===== src/rtl/powlib_dpram_wrarb_pkg.sv =====
// Shared types and helpers for the powlib dpram write-port arbiter.
// Holds the FSM state encoding and the ceil-log2 width helper.
package powlib_dpram_wrarb_pkg;

  typedef enum logic {
    WRARB_IDLE = 1'b0,
    WRARB_LOCK = 1'b1
  } wrarb_state_t;

  // Width needed to index 'value' entries, never less than one bit.
  function automatic int powlib_clogb2(input int value);
    int r;
    int v;
    r = 0;
    v = value - 1;
    while (v > 0) begin
      r = r + 1;
      v = v >> 1;
    end
    if (r < 1) r = 1;
    return r;
  endfunction

endpackage


===== src/rtl/powlib_dpram_wrarb_rrpick.sv =====
// Combinational rotate-priority picker: first set bit of req starting at ptr,
// wrapping modulo N. Returns a one-hot grant, its id and whether anything was picked.
module powlib_rrpick #(
  parameter int N  = 4,
  parameter int WN = 2
) (
  input  logic [N-1:0]  req,
  input  logic [WN-1:0] ptr,
  output logic [N-1:0]  gnt,
  output logic [WN-1:0] id,
  output logic          any
);

  int pos;

  always_comb begin
    gnt = '0;
    id  = '0;
    any = 1'b0;
    pos = 0;
    for (int k = 0; k < N; k++) begin
      pos = int'(ptr) + k;
      if (pos >= N) pos = pos - N;
      if (!any && req[pos[WN-1:0]]) begin
        any                = 1'b1;
        gnt[pos[WN-1:0]]   = 1'b1;
        id                 = pos[WN-1:0];
      end
    end
  end

endmodule


===== src/rtl/powlib_dpram_wrarb.sv =====
// Round-robin arbiter sharing one powlib_dpram write port among N requesters.
// Optional grant locking is built when POWLIB_DPRAM_WRARB_LOCK_EN is defined.
module powlib_dpram_wrarb
  import powlib_dpram_wrarb_pkg::*;
#(
  parameter int N    = 4,
  parameter int W    = 16,
  parameter int D    = 8,
  parameter int WIDX = powlib_clogb2(D),
  parameter int WN   = powlib_clogb2(N)
) (
  input  logic            clk,
  input  logic            rst,
  input  logic [N-1:0]    req_vld,
  output logic [N-1:0]    req_rdy,
  input  logic [N*WIDX-1:0] req_idx,
  input  logic [N*W-1:0]  req_data,
  input  logic [N-1:0]    req_lock,
  output logic [WIDX-1:0] wridx,
  output logic [W-1:0]    wrdata,
  output logic            wrvld,
  output logic [WN-1:0]   gntid
);

  logic [1:0]    rst_sync;
  logic          rst_int;
  logic [WN-1:0] ptr;
  logic [WN-1:0] ptr_next;
  logic [N-1:0]  elig;
  logic [N-1:0]  pick_gnt;
  logic [WN-1:0] pick_id;
  logic          pick_any;
  logic          accept;

  // Reset asserts immediately but releases only after two clean clock edges.
  always_ff @(posedge clk or negedge rst) begin
    if (!rst) rst_sync <= '0;
    else      rst_sync <= {rst_sync[0], 1'b1};
  end

  assign rst_int = rst_sync[1];

`ifdef POWLIB_DPRAM_WRARB_LOCK_EN
  wrarb_state_t  state;
  logic [WN-1:0] owner;

  always_comb begin
    elig = req_vld;
    if (state == WRARB_LOCK) elig = req_vld & (N'(1) << owner);
  end

  always_ff @(posedge clk or negedge rst_int) begin
    if (!rst_int) begin
      state <= WRARB_IDLE;
      owner <= '0;
    end else if (accept) begin
      case (state)
        WRARB_IDLE: begin
          if (req_lock[pick_id]) begin
            state <= WRARB_LOCK;
            owner <= pick_id;
          end
        end
        WRARB_LOCK: begin
          if (!req_lock[pick_id]) state <= WRARB_IDLE;
        end
        default: state <= WRARB_IDLE;
      endcase
    end
  end
`else
  logic unused_lock;

  assign elig        = req_vld;
  assign unused_lock = ^req_lock;
`endif

  powlib_rrpick #(
    .N  (N),
    .WN (WN)
  ) u_pick (
    .req (elig),
    .ptr (ptr),
    .gnt (pick_gnt),
    .id  (pick_id),
    .any (pick_any)
  );

  // Nothing is accepted while the synchronised reset is still held.
  assign req_rdy  = rst_int ? pick_gnt : '0;
  assign accept   = rst_int & pick_any;
  assign ptr_next = (pick_id == WN'(N - 1)) ? '0 : pick_id + 1'b1;

  // In LOCK only the owner wins, so ptr already equals owner+1 and stays put.
  always_ff @(posedge clk or negedge rst_int) begin
    if (!rst_int) begin
      wrvld  <= 1'b0;
      wridx  <= '0;
      wrdata <= '0;
      gntid  <= '0;
      ptr    <= '0;
    end else begin
      wrvld <= accept;
      if (accept) begin
        wridx  <= req_idx[WIDX*pick_id +: WIDX];
        wrdata <= req_data[W*pick_id +: W];
        gntid  <= pick_id;
        ptr    <= ptr_next;
      end
    end
  end

endmodule

===== config.mk =====
export PLATFORM = sky130hd
export DESIGN_NAME = powlib_dpram_wrarb
export DESIGN_NICKNAME = d
export VERILOG_FILES = /design/src/rtl/powlib_dpram_wrarb_pkg.sv /design/src/rtl/powlib_dpram_wrarb_rrpick.sv /design/src/rtl/powlib_dpram_wrarb.sv
export SDC_FILE = /design/constraint.sdc
export NUM_CORES = 1
export LEC_CHECK = 0
export ABC_AREA = 1
export CAP_MARGIN = 20
export CORE_UTILIZATION = 36
export CTS_CLUSTER_SIZE = 28
export DETAILED_ROUTE_END_ITERATION = 12
export PLACE_DENSITY = 0.76
export SLEW_MARGIN = 10
export SYNTH_ARGS = -nofsm -noshare
export SYNTH_HDL_FRONTEND = slang
export SYNTH_SLANG_ARGS = --single-unit

===== constraint.sdc =====
create_clock -name clk -period 4 [get_ports clk]
set_clock_uncertainty 0.15 [all_clocks]
set_input_delay 0.8 -clock clk [delete_from_list [all_inputs] [get_ports clk]]
set_output_delay 0.8 -clock clk [all_outputs]
set_load 0.1 [all_outputs]

==> summary.md <==
| Metric | Value |
|---|---|
| Number of antenna violations at the first check in global routing | 0 |
| Final hold vios | 0 |
| Synth Area in XOR/XNOR | 0 |
| Initial Util | 0.372 |
| Core area | between 6000 and 7000 µm² |
| Grt ovf | 0 |
| First-pass GRT wire length | around 12 mm |
| Mux cell area share after synthesis | 0 |
| CTS sink cnt | 26 |
| Remaining DRCs | 0 |
| Setup violators final | 0 |
| First drt pass iteration count | 5 |
| Post-synthesis cell type count | 27 |
| Starting DRT DRC Count | approximately 150 |
| Worst min-delay path class | flip-flop to async pin |
| Count leader, synth | nand2_1 |
| Vias per cell | around 4.5 |
| H-Tree Level Count | 1 |
| NumNets Final | just over 600 |
| DIE AREA | between 7000 and 8000 µm² |
| Detailed-route wire length per cell | between 10 and 15 µm |
| Max Used Layer | met4 |
| Largest family of logic cells by synthesized area | simple AND/OR/NAND/NOR gates |
| Post-synthesis cell count | just over 400 |
| Fraction of layout cells with a size suffix above 1 | 0.0978 |
| Synth top area cells | dfrtp_1 26%, nand2_1 20%, nand3_1 14%, inv_1 14%, nand3_2 7.1% |
| Num rows | 30 |
| Placer Congestion | between 0.8 and 0.9 |
| Die Y | between 80 and 90 µm |
| Cell area after synthesis | approximately 2500 µm² |
| Die Width | 85.8 µm |
| Final Slew Violations | 0 |
| Final setup TNS | 0 ns |
| # IOs | 112 |
| N_diodes | 0 |
| GR Util All Layers | 0.193 |
| CTS Buf Count | 3 |
| YS warnings | 0 |
| M1 WL | 2.93 mm |
| Synth Area in Simple Gates | 0.461 |
| Number of synthesized flops with an enable pin | 0 |
| Worst Path Required | about 3 ns |
| Startpoint Class | flip-flop |
| Clock Tree Buf Depth | 2 |
| Post-route antenna net violation count | 0 |
| Routed wl met2 | approximately 3.4 mm |
| Via count | approximately 2800 |
| Fraction of the mapped netlist area in adder cells | 0.0396 |
| Status | finished, final reports clean |
| Worst-path clk slew | ~0.080 ns |
| CTS Hold Bufs | 0 |
| FMAX | 0.281 GHz |
| Final HPWL DP | 5.38 mm |
| Crit path DAT | roughly 2.6 ns |
| Synth Flop Type | dfrtp_1 |
| Yosys top cell area share | 0.257 |
| CP Capture Type | output port |
| CTS tree | built |
| Tightest Pin Transition | about 1 ns |
| PortBufs | 107 |
| # Post-CTS Setup Buffers | 0 |
| Max-cap violation count | 0 |
| Number of global-route vias before repair | 2684 |
| WL final | a little under 7 mm |
| Critical Path Fanout Max | 12 |
| Routed wl met3 | 310 µm |
| Post-synth top cells | 137 x nand2_1, 93 x inv_1, 70 x nand3_1 |
| Min cycle time layout | 3.55 ns |
| Complex-gate fraction of the synthesized area | 0.0381 |
| Area grow syn2layout | 47.3% |
| Part of the Yosys area used for sequential elements | 0.257 |
| Syn avg cell area | roughly 6.1 µm² |
| Post-CTS sizing | 0 |
| RSZ-0062 raised after global routing | no |
| Flops & latches, synth | 26 |
| Post-Syn Nets | roughly 510 |
| CP Class | flip-flop to output port |
| FFs w/ async S/R, synth | 1.00 |
| Worst-skew pair later-pin latency | between 0.2 and 0.3 ns |
| Fin crit share | 0.889 |
| Clock Tree Root | clkbuf_8 |
| Rel. slew slack | 0.317 |
| Largest net degree at the start of global routing | 39 |
| Cell taking the most area after synthesis | dfrtp_1 |
==> final cells by class <==
cell class,count,area (µm²)
fill,669,3070
multi-input combinational,269,1370
timing repair buffer,114,1160
sequential,26,651
inverter,98,368
tap,96,120
clock buffer,4,55.1
==> logic make-up (layout without fill, tap and decap cells) <==
kind of cell / after synthesis / in the layout
and+or+nand+nor: 243 / 243
other: 1 / 1
DFF: 26 / 26
buffers and inverters: 118 / 216
AOI/OAI and AO/OA: 17 / 17
adders and majority gates: 8 / 8
==> routing by layer <==
layer,up-vias,global-route usage
met5,-,0
met4,0,0.0621
met3,10,0.00866
met2,104,0.366
met1,1211,0.234
li1,1435,-
==> flip-flops by register name, indices dropped and copies added, names as in the netlist <==
name,flops
gntid,2
wrvld,1
wridx,3
ptr,2
wrdata,16
rst_sync,2
==> cell usage in the layout (no fill, tap or decap), types with 2 or more instances in the layout <==
| master | Yosys | routed |
|---|---|---|
| nand2_2 | 9 | 9 |
| nand2_1 | 137 | 137 |
| clkdlybuf4s50_1 | 0 | 103 |
| clkbuf_8 | 0 | 4 |
| ha_1 | 8 | 8 |
| nand4_1 | 2 | 2 |
| buf_4 | 1 | 7 |
| buf_12 | 0 | 4 |
| inv_2 | 5 | 5 |
| nand3_1 | 70 | 70 |
| o21ai_0 | 7 | 7 |
| inv_1 | 93 | 93 |
| dfrtp_1 | 26 | 26 |
| nand3_2 | 18 | 18 |
| nor2_1 | 4 | 4 |
| a21oi_1 | 4 | 4 |
==> metrics by stage <==
stage / instances / util / worst slack (ns) / instance area (µm²) / hold slack [ns]
2_1_floorplan: 413 / - / 0.651 / 2530 / 0.181
3_3_place_gp: 603 / 0.540 / 0.570 / 3670 / 0.0970
3_5_place_dp: 603 / 0.540 / 0.564 / 3670 / 0.0960
4_1_cts: 607 / 0.548 / 0.452 / 3720 / 0.106
5_1_grt: 607 / 0.548 / 0.128 / 3720 / 0.139
6_report: 607 / 0.548 / 0.445 / 3720 / 0.0917
==> final timing paths <==
check / startpoint / endpoint / slack [ns] / cells after the start
min in group clk: rst_sync[0]$_DFF_PN0_ / rst_sync[1]$_DFF_PN0_ / 0.21 / 0
setup / recovery: ptr[0]$_DFFE_PN0P_ / req_rdy[0] / 0.45 / 14
hold reg to reg: rst_sync[1]$_DFF_PN0_ / wrdata[12]$_DFFE_PN0P_ / 0.09 / 1
max in group asynchronous: rst / rst_sync[1]$_DFF_PN0_ / 3.05 / 1
setup reg to reg: ptr[0]$_DFFE_PN0P_ / wrdata[12]$_DFFE_PN0P_ / 0.77 / 17
hold / removal: rst_sync[1]$_DFF_PN0_ / wrdata[12]$_DFFE_PN0P_ / 0.09 / 1
==> critical path: stages (launching register included) <==
cell	delay [ns]
dfrtp_1	0.57
inv_2	0.20
ha_1	0.39
inv_1	0.11
nand3_1	0.09
nand2_2	0.10
inv_2	0.07
nor2_8	0.13
nand2_1	0.08
o21ai_0	0.14
a21oi_1	0.06
o21ai_0	0.07
nand2_1	0.06
inv_1	0.10
buf_12	0.18
Power is left out: the tool's default activity adds up to more than one toggle a clock period on the data nets, which glitch-free logic cannot reach.
